===== src/rtl/ultrasonic_echo_responder.sv =====
// HC-SR04 sensor emulator: qualifies a trig pulse, waits a fixed burst delay, then
// drives echo high for a programmable number of microseconds.
module ultrasonic_echo_responder #(
    parameter int unsigned CLK_PER_US  = 40,
    parameter int unsigned MIN_TRIG_US = 10,
    parameter int unsigned BURST_US    = 200,
    parameter int unsigned TIMEOUT_US  = 38000,
    parameter int unsigned HOLDOFF_US  = 10
) (
    input  logic        clk_i,
    input  logic        reset_i,
    input  logic        trig_i,
    input  logic [15:0] echo_us_i,
    output logic        echo_o,
    output logic        busy_o,
    output logic        err_short_o
);

    localparam int unsigned MinCyc = MIN_TRIG_US * CLK_PER_US;
    localparam int unsigned PreW   = (CLK_PER_US > 1) ? $clog2(CLK_PER_US) : 1;
    localparam int unsigned CycW   = $clog2(MinCyc + 1);

    localparam logic [PreW-1:0] PreMax    = PreW'(CLK_PER_US - 1);
    localparam logic [CycW-1:0] CycMax    = CycW'(MinCyc);
    localparam logic [15:0]     BurstLast = 16'(BURST_US - 1);
    localparam logic [15:0]     HoldLast  = 16'(HOLDOFF_US - 1);
    localparam logic [15:0]     Timeout   = 16'(TIMEOUT_US);

    typedef enum logic [2:0] {
        StIdle,
        StTrigHi,
        StBurst,
        StEcho,
        StHoldoff
    } state_e;

    state_e            state_q;
    logic              trig_meta_q, trig_s_q, trig_d1_q;
    logic [PreW-1:0]   presc_q;
    logic [15:0]       us_cnt_q;
    logic [CycW-1:0]   cyc_q;
    logic [15:0]       w_q;
    logic              echo_q;
    logic              err_q;

    logic              trig_rise;
    logic              us_tick;
    logic [15:0]       us_last;
    logic              timer_done;

    assign trig_rise = trig_s_q & ~trig_d1_q;
    assign us_tick   = (presc_q == PreMax);

    always_comb begin
        us_last = '0;
        unique case (state_q)
            StBurst:   us_last = BurstLast;
            StEcho:    us_last = w_q - 16'd1;
            StHoldoff: us_last = HoldLast;
            default:   us_last = '0;
        endcase
    end

    assign timer_done = us_tick && (us_cnt_q == us_last);

    always_ff @(posedge clk_i or posedge reset_i) begin
        if (reset_i) begin
            state_q     <= StIdle;
            trig_meta_q <= 1'b0;
            trig_s_q    <= 1'b0;
            trig_d1_q   <= 1'b0;
            presc_q     <= '0;
            us_cnt_q    <= '0;
            cyc_q       <= '0;
            w_q         <= '0;
            echo_q      <= 1'b0;
            err_q       <= 1'b0;
        end else begin
            trig_meta_q <= trig_i;
            trig_s_q    <= trig_meta_q;
            trig_d1_q   <= trig_s_q;
            err_q       <= 1'b0;

            if (us_tick) begin
                presc_q  <= '0;
                us_cnt_q <= us_cnt_q + 16'd1;
            end else begin
                presc_q  <= presc_q + 1'b1;
            end

            unique case (state_q)
                StIdle: begin
                    if (trig_rise) begin
                        state_q  <= StTrigHi;
                        // The rise cycle itself is the first counted high cycle.
                        cyc_q    <= CycW'(1);
                        presc_q  <= '0;
                        us_cnt_q <= '0;
                    end
                end
                StTrigHi: begin
                    if (trig_s_q) begin
                        if (cyc_q != CycMax) begin
                            cyc_q <= cyc_q + 1'b1;
                        end
                    end else if (cyc_q >= CycMax) begin
                        state_q  <= StBurst;
                        w_q      <= (echo_us_i == 16'd0) ? Timeout : echo_us_i;
                        presc_q  <= '0;
                        us_cnt_q <= '0;
                    end else begin
                        state_q  <= StIdle;
                        err_q    <= 1'b1;
                        presc_q  <= '0;
                        us_cnt_q <= '0;
                    end
                end
                StBurst: begin
                    if (timer_done) begin
                        state_q  <= StEcho;
                        echo_q   <= 1'b1;
                        presc_q  <= '0;
                        us_cnt_q <= '0;
                    end
                end
                StEcho: begin
                    if (timer_done) begin
                        state_q  <= StHoldoff;
                        echo_q   <= 1'b0;
                        presc_q  <= '0;
                        us_cnt_q <= '0;
                    end
                end
                StHoldoff: begin
                    if (timer_done) begin
                        state_q  <= StIdle;
                        presc_q  <= '0;
                        us_cnt_q <= '0;
                    end
                end
                default: begin
                    state_q <= StIdle;
                    echo_q  <= 1'b0;
                end
            endcase
        end
    end

    assign echo_o      = echo_q;
    assign busy_o      = (state_q != StIdle);
    assign err_short_o = err_q;

endmodule


===== config.mk =====
export PLATFORM = sky130hd
export DESIGN_NAME = ultrasonic_echo_responder
export DESIGN_NICKNAME = d
export VERILOG_FILES = /design/src/rtl/ultrasonic_echo_responder.sv
export SDC_FILE = /design/constraint.sdc
export NUM_CORES = 1
export LEC_CHECK = 0
export ABC_AREA = 1
export CAP_MARGIN = 10
export CORE_ASPECT_RATIO = 1.1
export CORE_MARGIN = 8
export CORE_UTILIZATION = 50
export CTS_BUF_LIST = sky130_fd_sc_hd__clkbuf_8
export DETAILED_ROUTE_END_ITERATION = 10
export MAX_ROUTING_LAYER = met4
export PLACE_DENSITY_LB_ADDON = 0.08
export SYNTH_ARGS = -nofsm -noshare
export SYNTH_HDL_FRONTEND = slang
export SYNTH_SLANG_ARGS = --single-unit

===== constraint.sdc =====
create_clock -name clk_i -period 3.65 [get_ports clk_i]
set_input_delay 0.73 -clock clk_i [delete_from_list [all_inputs] [get_ports clk_i]]
set_output_delay 0.73 -clock clk_i [all_outputs]
set_load 0.005 [all_outputs]

; After elaboration in Yosys (flattened, before gate mapping)
; Index checks and enable logic that the tools add are counted.
[totals]
elab_cells = 73
ff_bits = 55
out_inout_bits = 3
[classes]
muxes = 29
n_bitwise = 4
magnitude_cmp = 1
n_eq_ne = 14
add_sub_neg = 4
n_reduce_logical = 11
[ops]
columns = op, n
row1 = 16-bit case mux with 3 select lines, 2
row2 = 16-bit 2-to-1 mux, 5
row3 = 9-bit 2-to-1 mux, 3
row4 = 6-bit 2-to-1 mux, 4
row5 = 6-bit case mux with 3 select lines, 1
row6 = 9-bit case mux with 2 select lines, 1
row7 = "16-bit by 1-bit adder with 16-bit output, second input constant", 1
row8 = 16-bit equality test, 1
row9 = 16-bit zero test, 1
row10 = "16-bit by 1-bit subtractor with 16-bit output, second input constant", 1
row11 = 3-bit 2-to-1 mux, 5
row12 = 3-bit case mux with 5 select lines, 1
row13 = "2-bit != test, second input constant", 7
row14 = "9-bit by 1-bit adder with 9-bit output, second input constant", 1
row15 = "9-bit greater-or-equal comparator, second input constant", 1
row16 = "9-bit != test, second input constant", 1
row17 = "6-bit by 1-bit adder with 6-bit output, second input constant", 1
row18 = "3-bit by 2-bit equality test with 1-bit output, second input constant", 2
row19 = "6-bit equality test, second input constant", 1
row20 = 3-bit AND reduction, 2
row21 = 3-bit OR reduction, 2
row22 = 1-bit 2-to-1 mux, 5
row23 = 5-bit AND reduction, 1
row24 = 4-bit AND reduction, 1
row25 = other kinds (10), 12

; Depth between registers and ports, before layout
[logic_depth]
depth_word = 6
mapped_depth = 19
mapped_depth_nobuf = 18

; Worst setup path after synthesis
; No wires, ideal clock.
[synth_timing]
path_kind = register -> register
start = reg w_q[0]
end = reg us_cnt_q[8]
period_less_slack_ns = 2.010
t_required_ns = 3.537
setup_slack_ns = 1.640
n_path_buf = 1
stages_incl_launch_ff = 17
arrival_ns = 1.897
path_cell_list = dfrtp_1 -> inv_1 -> ha_1 -> nand2_2 -> o21ai_0 -> nand4_1 -> nand2_1 -> nand2_1 -> nor2_1 -> nand2_1 -> nor2_2 -> nand2_2 -> nand2_4 -> nand3_4 -> buf_6 -> nand2_1 -> inv_1
[synth_via]
elab_chain_len = 6
[synth_rtl]
columns = element, line
row1 = start: declaration, 42  ; logic [15:0] w_q;
row2 = start signal: assignment, 108  ; w_q <= (echo_us_i == 16'd0) ? Timeout : echo_us_i;
row3 = 16-bit by 1-bit subtractor with 16-bit output, 58  ; StEcho: us_last = w_q - 16'd1;
row4 = 16-bit case mux with 3 select lines, 56  ; unique case (state_q)
row5 = 16-bit equality test, 64  ; assign timer_done = us_tick && (us_cnt_q == us_last);
row6 = 1-bit logical AND, 64
row7 = 16-bit 2-to-1 mux, "119, 127, 135"
row8 = 16-bit case mux with 3 select lines, 91  ; unique case (state_q)
row9 = end signal: assignment, 86  ; us_cnt_q <= us_cnt_q + 16'd1;
row10 = end: declaration, 40  ; logic [15:0] us_cnt_q;
; Every way passes these cells.
; A chain may end at the register's enable or synchronous reset.

; Final worst setup path
[layout_timing]
start = reg state_q[0]
end = reg us_cnt_q[1]
[layout_via]
elab_chain_len = 6
[layout_rtl]
columns = element, line
row1 = start: declaration, 37  ; state_e state_q;
row2 = start signal: assignment, 68  ; state_q <= StIdle;
row3 = start signal: assignment, 94  ; state_q <= StTrigHi;
row4 = start signal: assignment, 107  ; state_q <= StBurst;
row5 = 3-bit equality test or 3-bit by 2-bit equality test with 1-bit output (tied branches), "56, 91"
row6 = 16-bit case mux with 3 select lines, 56
row7 = 16-bit equality test, 64
row8 = 1-bit logical AND, 64
row9 = 16-bit 2-to-1 mux, "119, 127, 135"
row10 = 16-bit case mux with 3 select lines (*), 91
; Mark *: on every way between the ends. The rest lies on a longest branch, timed or not.

==> impl_results.md <==
* Outcome: complete, no violations
* Worst Tran Pin Value at 617 ps
* Post-Syn Area at approximately 3500 µm²
* Number of global-route vias before repair at 3121
* Final setup fails at 0
* Final wirelength at approximately 8 mm
* Setup crit start kind: register
* Clock sink count at 55
* WS Path Type: register to register
* H-tree depth at 2
* Peak Freq at between 400 and 500 MHz
* Clock Skews at 14.1 ps
* Antenna Nets Post-Route at 0
* Fin. Hold Viols at 0
* Initial Util at approximately 51%
* Count leader, synth: nand2_1
* Setup ws final at between 1000 and 1500 ps
* PortBufs at 21
* Setup TNS at 0 ps
* DRC violations left at 0
* GRT Resource Usage Total at 17.7%
* CTS Buf Count at 5
* Std-Cell Rows at 32
* CTS root buf: clkbuf_8
* P per Cell Area at 352 nW/µm²
* Final Non-Filler Cells at 610
* RSZ-0062 raised after global routing: no
* Max Slew Vio Count at 0
* # resized after CTS at 0
* Post-Syn Instances at 499
* Post-synth top flop: dfrtp_1
* Hold/Removal Path Class: register to register
* Worst hold margin at between 300 and 400 ps
* DIE AREA at 9960 µm²
* Die Y-Extent at 104 µm
* Reg2Reg Depth at 15
* Slew headroom at around three fifths
* Area growth syn-to-layout at 11.4%
* First-pass GRT wire length at around 14 mm
* Final Cycle Share at about two thirds
* Worst Path Arrival at 2680 ps
* Fill cells at 679
* Area occupied by multi-input gates at 1760 µm²
* Pre-CTS WS at 1200 ps
* TritonRoute pass-1 iters at 4
* Total power at approximately 0.0014 W
* Die width at 95.9 µm
* Crit path time final at 2480 ps
* Commonest cells in the netlist: nand2_1, inv_1, dfrtp_1, nor2_1, nand3_1
* Reg area at about 1400 µm²
* DRT iter0 DRCs at 113
* Top cell type's share of synthesized area at between 30% and 40%
* Reg clk slew, reported paths at 90 ps
* Total gr overflow at 0
* Post-synth EDFFs at 0
* Antenna violations before repair at 0
* Max FO, Critical Path at 24
* Area leader, netlist: dfrtp_1
* N_diodes at 0
* Maximum VDD drop at 0.000221 V
* Syn_area_per_cell at approximately 7 µm²
* Routability cong. at between 0.8 and 0.9
* CORE AREA at 6930 µm²
* Sequential share of the synthesized area at 39.2%
* Hpwl dp at 6.20 mm
* Flop-to-flop setup slack at 1170 ps
* Via count of the routed design at 3120
* Max cap viols at 0
* DR WL/cell at about 13 µm
* Largest net degree at the start of global routing at 28
* Worst-skew pair later-pin latency at 310 ps
* CTS tree: done
* CTS max path bufs at 2
* Layout Nets at between 500 and 600
* Hold_buf cts at 0
* Hold Path Stages at 0
* Yosys cell types at 30
* Yosys Warn Count at 0
* Via density at around 5.1
* Ports at 22
* Layout cell share with drive strength beyond 1 at under 10%
* Post-CTS Setup Bufs at 0
* Leakage at 1.95 nW
* Critical Path RT at 3850 ps
* Worst setup EP type: register
* Ys async rst share at 100%
* Yosys reg bits at 55
* Net Count, Synth at roughly 520
* DP Cell Count at 602
* Synth top area cells: dfrtp_1, nand2_1, inv_1
[per-stage QoR]
stage	utilization, %	area (µm²)
6_report	56.4	3910
5_1_grt	56.4	3910
4_1_cts	56.4	3910
3_5_place_dp	55.0	3810
3_3_place_gp	55.0	3810
2_1_floorplan	-	3510
[logic make-up after synthesis]
kind of cell / synth area share, %
AO/OA/AOI/OAI: 6.49
XOR/XNOR: 4.49
adder cells (fa/ha/maj): 1.78
buffers and inverters: 10.7
flip-flops: 39.2
AND/OR/NAND/NOR: 37.4
[final timing paths]
check                                  startpoint                     to
min in group asynchronous                 reset_i     w_q[4]$_DFFE_PP0P_
setup / recovery           state_q[0]$_DFFE_PP0P_  us_cnt_q[1]$_DFF_PP0_
max in group asynchronous                 reset_i  us_cnt_q[3]$_DFF_PP0_
setup reg to reg           state_q[0]$_DFFE_PP0P_  us_cnt_q[1]$_DFF_PP0_
hold reg to reg             trig_meta_q$_DFF_PP0_     trig_s_q$_DFF_PP0_
hold / removal              trig_meta_q$_DFF_PP0_     trig_s_q$_DFF_PP0_
[metal layers]
metal / vias up / GRT usage, % / wire (µm)
li1: 1619 / - / -
met1: 1437 / 20.4 / 3470
met2: 49 / 29.8 / 4000
met3: 15 / 2.89 / 247
met4: 0 / 5.94 / 176
met5: - / - / 0
[area by class of cell]
cell class,instances,area share [%]
flip-flops and latches,55,35.2
clock inverters,1,0.0960
clock buffers,7,2.46
repair buffers,24,5.95
well taps,85,2.72
inverters,89,8.55
multi-input cells,349,45.0
[critical path: stages, from the launching register on]
cell	delay, ps
dfrtp_1	560
nand2_2	100
nor2_4	430
nand3_1	180
nand2_1	90
nand2_1	50
nand2_1	80
nand2_1	60
nor2_1	80
nand2_1	60
nor2_2	140
nand2_2	90
nand2_4	90
nand3_4	210
nand2_1	120
inv_1	40
[report_power, final]
part	total [W]	leakage (nW)	internal [W]	switching (W)
Combinational	0.000313	1.21	0.000110	0.000203
Sequential	0.000701	0.686	0.000653	0.0000476
Clock	0.000364	0.0557	0.000171	0.000193
Total	0.00138	1.95	0.000935	0.000443
[registers in the layout, summed over array words and instances (netlist names)]
name,cells
us_cnt_q,16
w_q,16
cyc_q,9
presc_q,6
state_q,3
echo_o,1
err_short_o,1
trig_d1_q,1
trig_meta_q,1
trig_s_q,1
[cells in the final DEF, fill, tap and decap left out, drive strengths merged]
master and n:
clkdlybuf4s50 21, nand4 14, nand3 51, nor4 5, ha 5, nor3b 1
buf 3, o211ai 1, xor2 18, a41o 1, dfrtp 55, o31ai 2
and2 1, nor2 64, nor3 10, a21oi 12, clkbuf 7, nand3b 1
o21ai 27, nand2 136, inv 90
No activity file was read; power rests on OpenSTA's default activity.
==> RTL edit (same flow settings) <==
Re-encode `state_e` (5 states) as one-hot, 5 bits wide.
--- a/src/rtl/ultrasonic_echo_responder.sv
+++ b/src/rtl/ultrasonic_echo_responder.sv
@@ -27,10 +27,10 @@
     localparam logic [15:0]     Timeout   = 16'(TIMEOUT_US);
 
-    typedef enum logic [2:0] {
-        StIdle,
-        StTrigHi,
-        StBurst,
-        StEcho,
-        StHoldoff
+    typedef enum logic [4:0] {
+        StIdle    = 5'b00001,
+        StTrigHi  = 5'b00010,
+        StBurst   = 5'b00100,
+        StEcho    = 5'b01000,
+        StHoldoff = 5'b10000
     } state_e;
 
Function: same outputs for any inputs over 10 cycles, from zero or initial values and one cycle with reset_i high; not proved beyond that.
==> RTL edit against the unedited design <==
- sequential cell count increased by 2
- synthesized area increased by 5.0%
- count of clock-buffer cells in the layout increased by 2
- utilization increased by 0.63 points
- cell count increased by 3.1%
- setup slack got worse by 130 ps
- power increased by 29%
- wire length increased by 7.5%
- cell area increased by 6.7%
- via count increased by 6.0%
- synthesized cell count increased by 2.8%
- register-to-register slack improved by 160 ps
- die area increased by 4.2%
==> RTL edit: results (changes against the unedited design) <==
Timing
  – Clock skew: 9.97 ps (was 14.1 ps)

Global routing
  – Vias in the first global route: 3311 (was 3121)
  – Grt met2 use: 31.2% (was 29.8%)
  – GRT Total Usage: 18.2% (was 17.7%)
  – M3 GR Usage: 2.94% (was 2.89%)
  – Largest net degree at the start of global routing: 58 (was 28)
  – Met1 GRT Util: 20.4% (about the same)
  – First-pass GRT wire length: 14900 µm (was 13900 µm)

Worst setup path
  – Highest net fanout along the worst path: 3 (was 24)
  – R2r setup slk: 1330 ps (was 1170 ps)

Placed design
  – Dpl cells: 613 (was 602)
  – DP Area: 3970 µm² (was 3810 µm²)
  – Placer Congestion: 0.937 (was 0.876)
  – DP HPWL: 6400 µm (was 6200 µm)

Detailed routing
  – DRT iter0 DRCs: 126 (was 113)
  – Vias per inst: 5.26 (was 5.11)
  – DR pass1 iterations: 6 (was 4)
  – DR WL met3: 195 µm (was 247 µm)
  – Met1 Wirelength: 3800 µm (was 3470 µm)
  – DR vias: 3307 (was 3120)

Logic synthesis
  – Synth unique cells: 38 (was 30)
  – Sequential-to-total area share from yosys stat: 38.7% (was 39.2%)
  – Post-Synth Adder-Cell Area: 1.70% (was 1.78%)
  – Top cells by count, synth: 114 x nand2_1, 88 x inv_1, 56 x dfrtp_1, 56 x nand3_1, 49 x nor2_1 (was 125 x nand2_1, 86 x inv_1, 55 x dfrtp_1, 50 x nor2_1, 48 x nand3_1)
  – Syn nets: 537 (was 523)
  – Compound-gate portion of the synthesized area: 8.83% (was 6.49%)
  – Synth Area per Inst: 7.19 µm² (was 7.03 µm²)
  – Synth area leaders: dfrtp_1 38%, nand2_1 12%, inv_1 9.0%, nand3_1 7.6%, nor2_1 5.0% (was dfrtp_1 39%, nand2_1 13%, inv_1 9.2%, nand3_1 6.8%, nor2_1 5.3%)

Power and ir drop
  – Leak: 2.10 nW (was 1.95 nW)
  – Worst VDD drop: 0.293 mV (was 0.221 mV)

Outcome
  – Status: complete, no violations (unchanged)

Clock network
  – Clock latency on the worst-skew pair: 350 ps (was 310 ps)
  – CTS H-tree depth: 3 (was 2)

Cells and area
  – Fillers: 694 (was 679)
  – # nets final: 561 (was 548)
-- RTL edit: cell types whose count changed after synthesis, moves of 7 or more --
cell     unedited run  this run
o22ai_1             0         9
nand2_2            10         3
nand2_1           125       114
o21ai_0            26        17
nand3_1            48        56
-- RTL edit: power breakdown --
| group | internal, mW | total [mW] | switching (mW) |
|---|---|---|---|
| combinational | 0.137 | 0.434 | 0.297 |
| sequential | 0.689 | 0.727 | 0.0386 |
| clock | 0.320 | 0.610 | 0.290 |
-- RTL edit: worst register-to-register path: stages (launching register included) --
cell and delay, ps:
dfrtp_1 410, nor2_2 170, nand4_2 300, inv_2 200
nor2_1 110, inv_2 100, nand3_1 320, inv_1 240
nand2_1 160, and3b_1 200
-- RTL edit: worst max-delay path by stage --
stage          startpoint        to  slack, ps  depth (start not counted)
3_5_place_dp   state_q[2]  cyc_q[2]       1310                          9
5_1_grt        state_q[0]    busy_o        950                          4
3_3_place_gp   state_q[2]  cyc_q[2]       1330                          9
6_report       state_q[0]    busy_o       1040                          4
4_1_cts        state_q[0]    busy_o       1030                          4
2_1_floorplan     reset_i  cyc_q[0]       1520                          1
-- RTL edit: cell type report --
type,count,share of cell area [%]
sequential,57,34.2
timing repair buffer,22,5.52
tap,87,2.61
inverter,97,8.73
multi-input combinational,350,44.0
clock buffer,9,2.97
clock inverter,7,1.89
-- RTL edit: stage by stage --
| step | setup WS [ps] | utilization [%] | hold slack (ps) |
|---|---|---|---|
| after global placement | 1330 | 54.3 | 338 |
| after CTS | 1030 | 57.1 | 362 |
| final | 1040 | 57.1 | 357 |
| after detailed placement | 1310 | 54.3 | 337 |
| after global routing | 952 | 57.1 | 372 |
| after floorplan | 1520 | - | 331 |
